==> config.mk <==
export PLATFORM = sky130hd
export DESIGN_NAME = mips_bus_arbiter
export DESIGN_NICKNAME = d
export VERILOG_FILES = /design/src/rtl/mips_bus_arbiter.sv
export SDC_FILE = /design/constraint.sdc
export NUM_CORES = 1
export LEC_CHECK = 0
export ABC_AREA = 1
export BUFFER_PORTS_ARGS = -buffer_cell sky130_fd_sc_hd__buf_2
export CAP_MARGIN = 10
export CORE_ASPECT_RATIO = 1.4
export CORE_MARGIN = 1.5
export CORE_UTILIZATION = 25
export DETAILED_ROUTE_END_ITERATION = 8
export PLACE_DENSITY = 0.73
export SYNTH_ARGS = -nofsm -noshare
export SYNTH_HDL_FRONTEND = slang
export SYNTH_SLANG_ARGS = --single-unit
==> constraint.sdc <==
create_clock -name Clock -period 1.4 [get_ports Clock]
set_input_delay 0.21 -clock Clock [delete_from_list [all_inputs] [get_ports Clock]]
set_output_delay 0.21 -clock Clock [all_outputs]
set_load 0.02 [all_outputs]
==> src/rtl/mips_bus_arbiter.sv <==
// mips_bus_arbiter
//   Two-requester arbiter in front of one shared memory port. Each grant
//   covers exactly one transaction. A grant ends when the memory strobes
//   MemReady, or when the memory has been silent for TIMEOUT grant cycles.
//   When both requesters ask at once, the one that was not granted last wins.
//   At least one IDLE cycle separates any two grants.
//
// Parameters
//   SIZE     address/data width
//   TIMEOUT  grant cycles allowed without MemReady before abort (2..255)
//
// Ports
//   Clock, ResetN            clock (rising edge), async active-low reset
//   Req1/2, Addr1/2,
//   WData1/2, We1/2          requester transaction inputs
//   MemReady                 shared-memory completion strobe
//   MemReq, MemAddr,
//   MemWData, MemWe          shared-memory access, muxed from the granted side
//   Select                   0 = requester 1 path, 1 = requester 2 path
//   Gnt1/2                   grant, held for the whole transaction
//   Done1/2                  completion, same cycle as MemReady
//   Err1/2                   one-cycle timeout-abort pulse (in the IDLE cycle)
//
// state  | meaning
// IDLE   | no owner; arbitrate on Req1/Req2
// GRANT1 | requester 1 owns the memory port
// GRANT2 | requester 2 owns the memory port

module mips_bus_arbiter #(
  parameter int SIZE    = 32,
  parameter int TIMEOUT = 16
) (
  input  logic            Clock,
  input  logic            ResetN,
  input  logic            Req1,
  input  logic            Req2,
  input  logic [SIZE-1:0] Addr1,
  input  logic [SIZE-1:0] Addr2,
  input  logic [SIZE-1:0] WData1,
  input  logic [SIZE-1:0] WData2,
  input  logic            We1,
  input  logic            We2,
  input  logic            MemReady,
  output logic            MemReq,
  output logic [SIZE-1:0] MemAddr,
  output logic [SIZE-1:0] MemWData,
  output logic            MemWe,
  output logic            Select,
  output logic            Gnt1,
  output logic            Gnt2,
  output logic            Done1,
  output logic            Done2,
  output logic            Err1,
  output logic            Err2
);

  typedef enum logic [1:0] {
    IDLE   = 2'd0,
    GRANT1 = 2'd1,
    GRANT2 = 2'd2
  } state_t;

  // Timer value in the last grant cycle allowed before abort.
  localparam logic [7:0] TIMER_LAST = 8'(TIMEOUT - 1);

  state_t     state;
  logic       last_grant2;  // 1 = requester 2 was granted most recently
  logic [7:0] timer;

  always_ff @(posedge Clock or negedge ResetN) begin
    if (!ResetN) begin
      state       <= IDLE;
      last_grant2 <= 1'b1;
      timer       <= 8'd0;
      Err1        <= 1'b0;
      Err2        <= 1'b0;
    end else begin
      Err1 <= 1'b0;
      Err2 <= 1'b0;
      case (state)
        IDLE: begin
          // MemReady is ignored here. On a tie, requester 1 wins only if
          // requester 2 held the last grant.
          if (Req1 && (!Req2 || last_grant2)) begin
            state       <= GRANT1;
            last_grant2 <= 1'b0;
            timer       <= 8'd0;
          end else if (Req2) begin
            state       <= GRANT2;
            last_grant2 <= 1'b1;
            timer       <= 8'd0;
          end
        end
        GRANT1, GRANT2: begin
          // MemReady wins over a timeout in the same cycle. last_grant2 is
          // left alone on abort, so the aborted side loses the next tie.
          if (MemReady) begin
            state <= IDLE;
          end else if (timer == TIMER_LAST) begin
            state <= IDLE;
            Err1  <= (state == GRANT1);
            Err2  <= (state == GRANT2);
          end else begin
            timer <= timer + 8'd1;
          end
        end
        default: state <= IDLE;
      endcase
    end
  end

  assign Gnt1     = (state == GRANT1);
  assign Gnt2     = (state == GRANT2);
  assign MemReq   = Gnt1 | Gnt2;
  assign Select   = Gnt2;
  assign MemAddr  = Select ? Addr2  : Addr1;
  assign MemWData = Select ? WData2 : WData1;
  assign MemWe    = MemReq & (Select ? We2 : We1);
  assign Done1    = Gnt1 & MemReady;
  assign Done2    = Gnt2 & MemReady;

endmodule

==> results by group, run 1 <==
Clock tree
  • CTS Root Cell: clkbuf_8
  • Clock Path Buffers: 2
  • Max H-tree Level: 1
  • Worst-path clk slew: ~0.06 ns
  • CTS buffer count: 3
  • Clock Latency Late Sink: 0.24 ns
  • CTS tree: yes
  • TritonCTS Sinks: 13

STA
  • Final Cycle Share: 123%
  • Final setup violation count: 80
  • Unrepaired setup endpoints after global routing: true
  • Slew HR: 79.9%
  • Setup TNS Final: -20.16 ns
  • Worst setup margin: -0.323 ns
  • Worst slew pin tran: 0.301 ns
  • Post-route minimum period: 1.72 ns
  • Final Hold Fails: 0
  • Fin Clk Skew: around 0.0014 ns
  • FMAX: 0.580 GHz
  • Hold WS: 0.304 ns
  • Pins Over Slew Limit: 0

Routing
  • Top Layer Used: met5
  • M1 wire length: between 3000 and 4000 µm
  • Iter 0 DRT Violations: 79
  • Met3 WL: around 1000 µm
  • Final wirelength: roughly 8500 µm
  • DRC: 0
  • Vias post-DR: 2,793
  • Wire per inst: 13.7 µm
  • Vias per cell: 4.51
  • Drt pass-1 iters: 4
  • Post-route ant nets: 0
  • Routed met2 length: 3910 µm

Outcome
  • Status: complete, but fails checks
  • Failing checks: negative setup slack

Die
  • Initial Utilization: 26.0%
  • Core Region: 0.00625 mm²
  • I/O pins: 208
  • Die width: slightly above 70 µm
  • Rows: 34
  • Die Y-Extent: 98.4 µm
  • Total die area: 0.00700 mm²

Yosys
  • Synth area leaders: nand2_1, dfrtp_1, nor2_1, ha_1, inv_1
  • Syn_area_per_cell: roughly 5.0 µm²
  • Syn_nets: roughly 470
  • #FFs+latches synth: 13
  • Mapped cell area: 0.00162 mm²
  • Synth Warn #: 0
  • Yosys top cell area share: a little over half
  • Dominant cell type by area after synthesis: nand2_1
  • Netlist cell types: 22
  • Cells after Synth: 327
  • Post-synthesis sequential area ratio: 20.1%

Global route
  • Largest net degree at the start of global routing: 27
  • GR Overflow Total: 0
  • Initial antenna violation count: 8
  • Number of global-route vias before repair: 2,631
  • Overall Global Routing Usage: 22.5%
  • First-pass GRT wire length: 12,500 µm

Cells and area
  • Synth-to-Final Area Change: 121%
  • Post-route core utilization: approximately 57%
  • Share of cells above drive strength 1: 58.1%
  • Layout Nets: 684
  • Post-route cell area: 0.00359 mm²
  • Final Instance Count excl. Fillers: 619

Critical path
  • Worst EP arrival: 1.51 ns
  • CP max stage delay: 0.39 ns
  • Worst r2r src: state[1]
  • Crit start category: flop
  • R2R Setup Slk: -0.11 ns
  • Worst-path cell chain: inv_2, ha_4, buf_4, buf_12, nand2_1, nand2_1, buf_6
  • Slowest-stage cell, CP: dfrtp_1
  • Worst Setup End Kind: output pin
  • Most frequent CP cell: nand2_1
  • Crit-path max FO: 11
  • CP Class: flop to output pin
  • Crit Reg-Reg Endpoint: timer[3]
  • Worst Path Required: 1.19 ns
  • Worst R2R Path Depth: 10

Min path
  • Worst hold endpoint: Err1
  • Hold depth: 4
  • Hold Crit Class: input port to flop
  • Hold Crit Start: MemReady

Place
  • Place WS: -0.0754 ns
  • Dpl hpwl: 6420 µm
  • PortBufs: 207
  • Cell Area, Placed: 0.00295 mm²
  • Placed Instances: approximately 600
  • RePlAce Congestion: 0.858

Pwr
  • Pwr/cell area: 1850 mW/mm²
  • Leakage: 2.13 nW
  • Design Power: 6.65 mW
  • Maximum VDD drop: 0.00136 V

Job
  • # Max-Cap Violations: 0
## report_power, final
part,internal (mW),switching [mW],total (mW)
combinational,2.60,3.20,5.79
clock,0.201,0.138,0.339
sequential,0.458,0.0553,0.513
## critical path: cells and delay by family (launching register included)
kind	cells	cell delay (ns)
buffers and inverters	4	0.50
flip-flops	1	0.39
adder cells (fa/ha/maj)	1	0.23
AND/OR/NAND/NOR	2	0.15
## synth_stat cells
| cell type | instances |
|---|---|
| o21bai_4 | 1 |
| nand2_4 | 2 |
| buf_1 | 4 |
| clkbuf_1 | 7 |
| dfstp_2 | 1 |
| a21oi_1 | 3 |
| buf_2 | 3 |
| inv_1 | 12 |
| o21ai_0 | 5 |
| xor2_1 | 1 |
| nand3_2 | 1 |
| o21a_1 | 1 |
| nand3b_1 | 1 |
| ha_1 | 4 |
| inv_2 | 4 |
| o21ai_1 | 2 |
| nor3_1 | 1 |
| nor2_1 | 20 |
| dfrtp_1 | 12 |
| nand2_1 | 232 |
| buf_4 | 2 |
| nand3_1 | 8 |
## logic make-up after synthesis
logic type | after synthesis | share of synthesized area (%)
simple gates | 265 | 63.5
buf+inv | 32 | 8.09
flops | 13 | 20.1
compound gates | 12 | 4.70
fa+ha+maj | 4 | 3.08
xor+xnor | 1 | 0.539
## how the worst max path moves through the flow
| stage | from | to | slack, ns | cells after the start |
|---|---|---|---|---|
| 2_1_floorplan | state[1] | timer[7] | -0.04 | 10 |
| 3_3_place_gp | state[0] | MemWData[28] | -0.07 | 7 |
| 3_5_place_dp | state[0] | MemAddr[23] | -0.08 | 7 |
| 4_1_cts | state[0] | MemWData[6] | -0.32 | 7 |
| 5_1_grt | state[0] | MemAddr[17] | -0.37 | 7 |
| 6_report | state[0] | MemAddr[31] | -0.32 | 7 |
## cell usage in the layout, fill, tap and decap left out, types with 6 or more instances in the layout
cell     count
dfrtp_1     12
buf_6       41
buf_12       6
nand2_2     61
nor2_1      16
inv_2        6
nand2_1    171
buf_4       33
inv_1        7
buf_2      144
nand3_1      8
## area by class of cell
| type | count | area (µm²) |
|---|---|---|
| Inverter | 16 | 72.6 |
| Timing Repair Buffer | 229 | 1660 |
| Sequential cell | 13 | 327 |
| Fill cell | 602 | 2670 |
| Multi-Input combinational cell | 282 | 1380 |
| Clock buffer | 4 | 45.0 |
| Antenna cell | 3 | 7.51 |
| Tap cell | 72 | 90.1 |
## sequential cells by signal, summed over array words and instances (netlist names)
name / count
timer: 8
state: 2
Err1: 1
Err2: 1
last_grant2: 1
## what timing repair did
action                                  4_1_cts  5_1_grt
gates cloned                                  2        3
pin swaps                                     0        2
gates resized for setup                      77       65
buffers inserted                              1        3
hold buffers                                  1        0
endpoints found under the setup margin       81       83
endpoints found under the hold margin        12        0
## layer usage
layer	vias to the layer above	track usage, %
li1	1421	-
met1	1199	27.6
met2	151	37.7
met3	16	8.46
met4	6	4.06
met5	-	0
(Power assumes the default switching activity.)
==> run 2, diff against run 1 <==
- SETUP_SLACK_MARGIN: unset -> 0.15
==> run 2 against run 1 <==
The run still ends with negative setup slack left. Sequential share of layout area is 2.4 points lower. Design area is 36% higher. Cell count is 4.0% higher. Power is 39% higher. Via count is 10% higher. Sequential cell count stayed put. Combinational power is 45% higher. Clock skew is 0.0029 ns higher. Hold slack better by 0.088 ns. Routed wire length is 25% higher. Die area stayed put. Core utilization is 21 points higher.
==> results by group, run 2 (synthesized netlist as in run 1, its figures left out) <==
Outcome
  • Status: complete, but fails checks
  • Failing checks: negative setup slack

Clock tree
  • CTS Root Cell: clkbuf_8
  • CTS tree: yes
  • TritonCTS Sinks: 13
  • Worst-path clk slew: 0.06 ns
  • Max H-tree Level: 1
  • Clock Path Buffers: 2
  • Clock Latency Late Sink: 0.25 ns
  • CTS buffer count: 3

Critical path
  • Worst Setup End Kind: output pin
  • Most frequent CP cell: buf_4
  • R2R Setup Slk: -0.30 ns
  • Slowest-stage cell, CP: dfrtp_1
  • Crit Reg-Reg Endpoint: timer[1]
  • Worst r2r src: state[1]
  • Worst EP arrival: between 1.5 and 2 ns
  • Worst R2R Path Depth: 12
  • Crit start category: flop
  • Crit-path max FO: 8
  • CP max stage delay: between 0.3 and 0.4 ns
  • Worst-path cell chain: inv_2, ha_4, buf_4, clkbuf_16, nand2_1, nand2_4, buf_4
  • CP Class: flop to output pin
  • Worst Path Required: 1.19 ns

Cells and area
  • Share of cells above drive strength 1: 80.5%
  • Max reg flops: 8
  • Synth-to-Final Area Change: 200%
  • Area of the multi-input gates: 0.00237 mm²
  • Post-route core utilization: approximately 80%
  • Layout Nets: 710
  • Final Instance Count excl. Fillers: 644
  • Largest reg by FF count: timer
  • Register area: about 330 µm²
  • Commonest non-fill, non-tap cells in the layout: buf_2, nand2_4, nand2_1, buf_4, buf_6
  • Commonest non-fill, non-tap cell in the layout: buf_2
  • Regs by FF count: timer x8, state x2
  • # fillers: 402

STA
  • Final Hold Fails: 0
  • Final Cycle Share: 126%
  • Fin Clk Skew: between 0.004 and 0.005 ns
  • Final setup violation count: 84
  • Worst setup margin: -0.369 ns
  • FMAX: 0.565 GHz
  • Unrepaired setup endpoints after global routing: true
  • Worst slew pin tran: 0.333 ns
  • Post-route minimum period: 1.77 ns
  • Slew HR: ~80%
  • Pins Over Slew Limit: 0

Global route
  • Number of global-route vias before repair: 3,024
  • Overall Global Routing Usage: 23.9%
  • Grt peak-use layer: met2
  • M1 GR Usage: 25.6%
  • Met3 GRT Util: 6.60%
  • Initial antenna violation count: 2
  • GR Overflow Total: 0
  • Largest net degree at the start of global routing: 34
  • GRT met2 Usage: between 40% and 50%
  • First-pass GRT wire length: 13,800 µm

Job
  • # Max-Cap Violations: 0

Routing
  • Iter 0 DRT Violations: around 110
  • Wire per inst: 16.5 µm
  • Vias per cell: 4.78
  • Vias post-DR: between 3,000 and 4,000
  • Post-route ant nets: 0
  • DRC: 0
  • Drt pass-1 iters: 4
  • Final wirelength: 10,600 µm

Pwr
  • Switching share of power: roughly 51%
  • Maximum VDD drop: 0.00157 V
  • Int Power: roughly 4.5 mW
  • Reported net switching power: 4.70 mW
  • Clock power share: 3.7%
  • Sequential cell fraction of total power: around 5.5%
  • Combinational share of power: 90.7%
  • Leakage: 2.66 nW
  • Pwr/cell area: roughly 1900 mW/mm²

Place
  • Placed Instances: 610
  • Place WS: -0.112 ns
  • PortBufs: 207
  • RePlAce Congestion: between 0.8 and 0.9
  • Dpl hpwl: 6690 µm

Die
  • I/O pins: roughly 210
  • Initial Utilization: 26.0%
  • Total die area: 0.00700 mm²
  • Die Y-Extent: 98.4 µm
  • Die width: 71.1 µm
  • Core Region: between 0.006 and 0.007 mm²
  • Rows: 34

Min path
  • Hold Crit Class: input port to asynchronous set/reset pin
-- run 2: cell count changes in the layout (fill, tap and decap cells not counted), sizes merged --
cell    change
buf        +26
clkinv      +1
diode       -1
inv         -1
-- run 2: through the flow --
stage	power (mW)	hold slack (ns)	cell area (µm²)	TNS [ns]
2_1_floorplan	5.26	-0.0856	2870	-0.639
3_3_place_gp	6.42	0.115	3940	-2.10
3_5_place_dp	6.51	0.119	3940	-3.72
4_1_cts	7.88	0.280	4350	-22.78
5_1_grt	9.67	0.413	4870	-30.69
6_report	9.24	0.392	4870	-27.02
-- run 2: critical path, delay by kind of cell, from the launching register on --
kind	cells	cell delay (ns)
simple gates	2	0.16
fa+ha+maj	1	0.21
flops	1	0.39
buf+inv	4	0.55
-- run 2: what timing repair did --
action | 4_1_cts | 5_1_grt
setup buffers | 8 | 13
endpoints found under the hold margin | 12 | 0
endpoints found under the setup margin | 84 | 84
cloned | 3 | 3
pin swaps | 4 | 8
hold buffers | 1 | 0
resized for setup | 66 | 107
-- run 2: final cells by class --
type	count	share of cell area, %
diodes	2	0.103
clock buffers	4	0.925
inverters	16	1.75
multi-input cells	282	48.7
flip-flops and latches	13	6.70
well taps	72	1.85
repair buffers	255	40.0
-- run 2: how the worst max path moves through the flow --
| stage | startpoint | endpoint | slack [ns] | depth (start not counted) |
|---|---|---|---|---|
| after floorplan | state[1] | timer[7] | -0.04 | 10 |
| after global placement | state[0] | MemWe | -0.06 | 7 |
| after detailed placement | state[0] | MemWe | -0.11 | 7 |
| after CTS | state[0] | MemAddr[31] | -0.34 | 7 |
| after global routing | state[0] | MemAddr[31] | -0.43 | 7 |
| final | state[0] | MemAddr[13] | -0.37 | 7 |
-- run 2: layer usage --
layer / part of all wire, % / up-vias / wire length, µm
li1: - / 1474 / -
met1: 35 / 1431 / 3730
met2: 55 / 156 / 5820
met3: 8.3 / 19 / 883
met4: 2.0 / 0 / 215
met5: 0 / - / 0
-- run 2: power groups by stage --
stage / Sequential (mW) / Combinational [mW] / Clock [mW]
CTS: 0.506 / 7.02 / 0.347
global placement: 0.509 / 5.91 / 0
finish: 0.511 / 8.39 / 0.346
floorplan: 0.509 / 4.75 / 0
detailed placement: 0.514 / 5.99 / 0
global route: 0.515 / 8.80 / 0.356
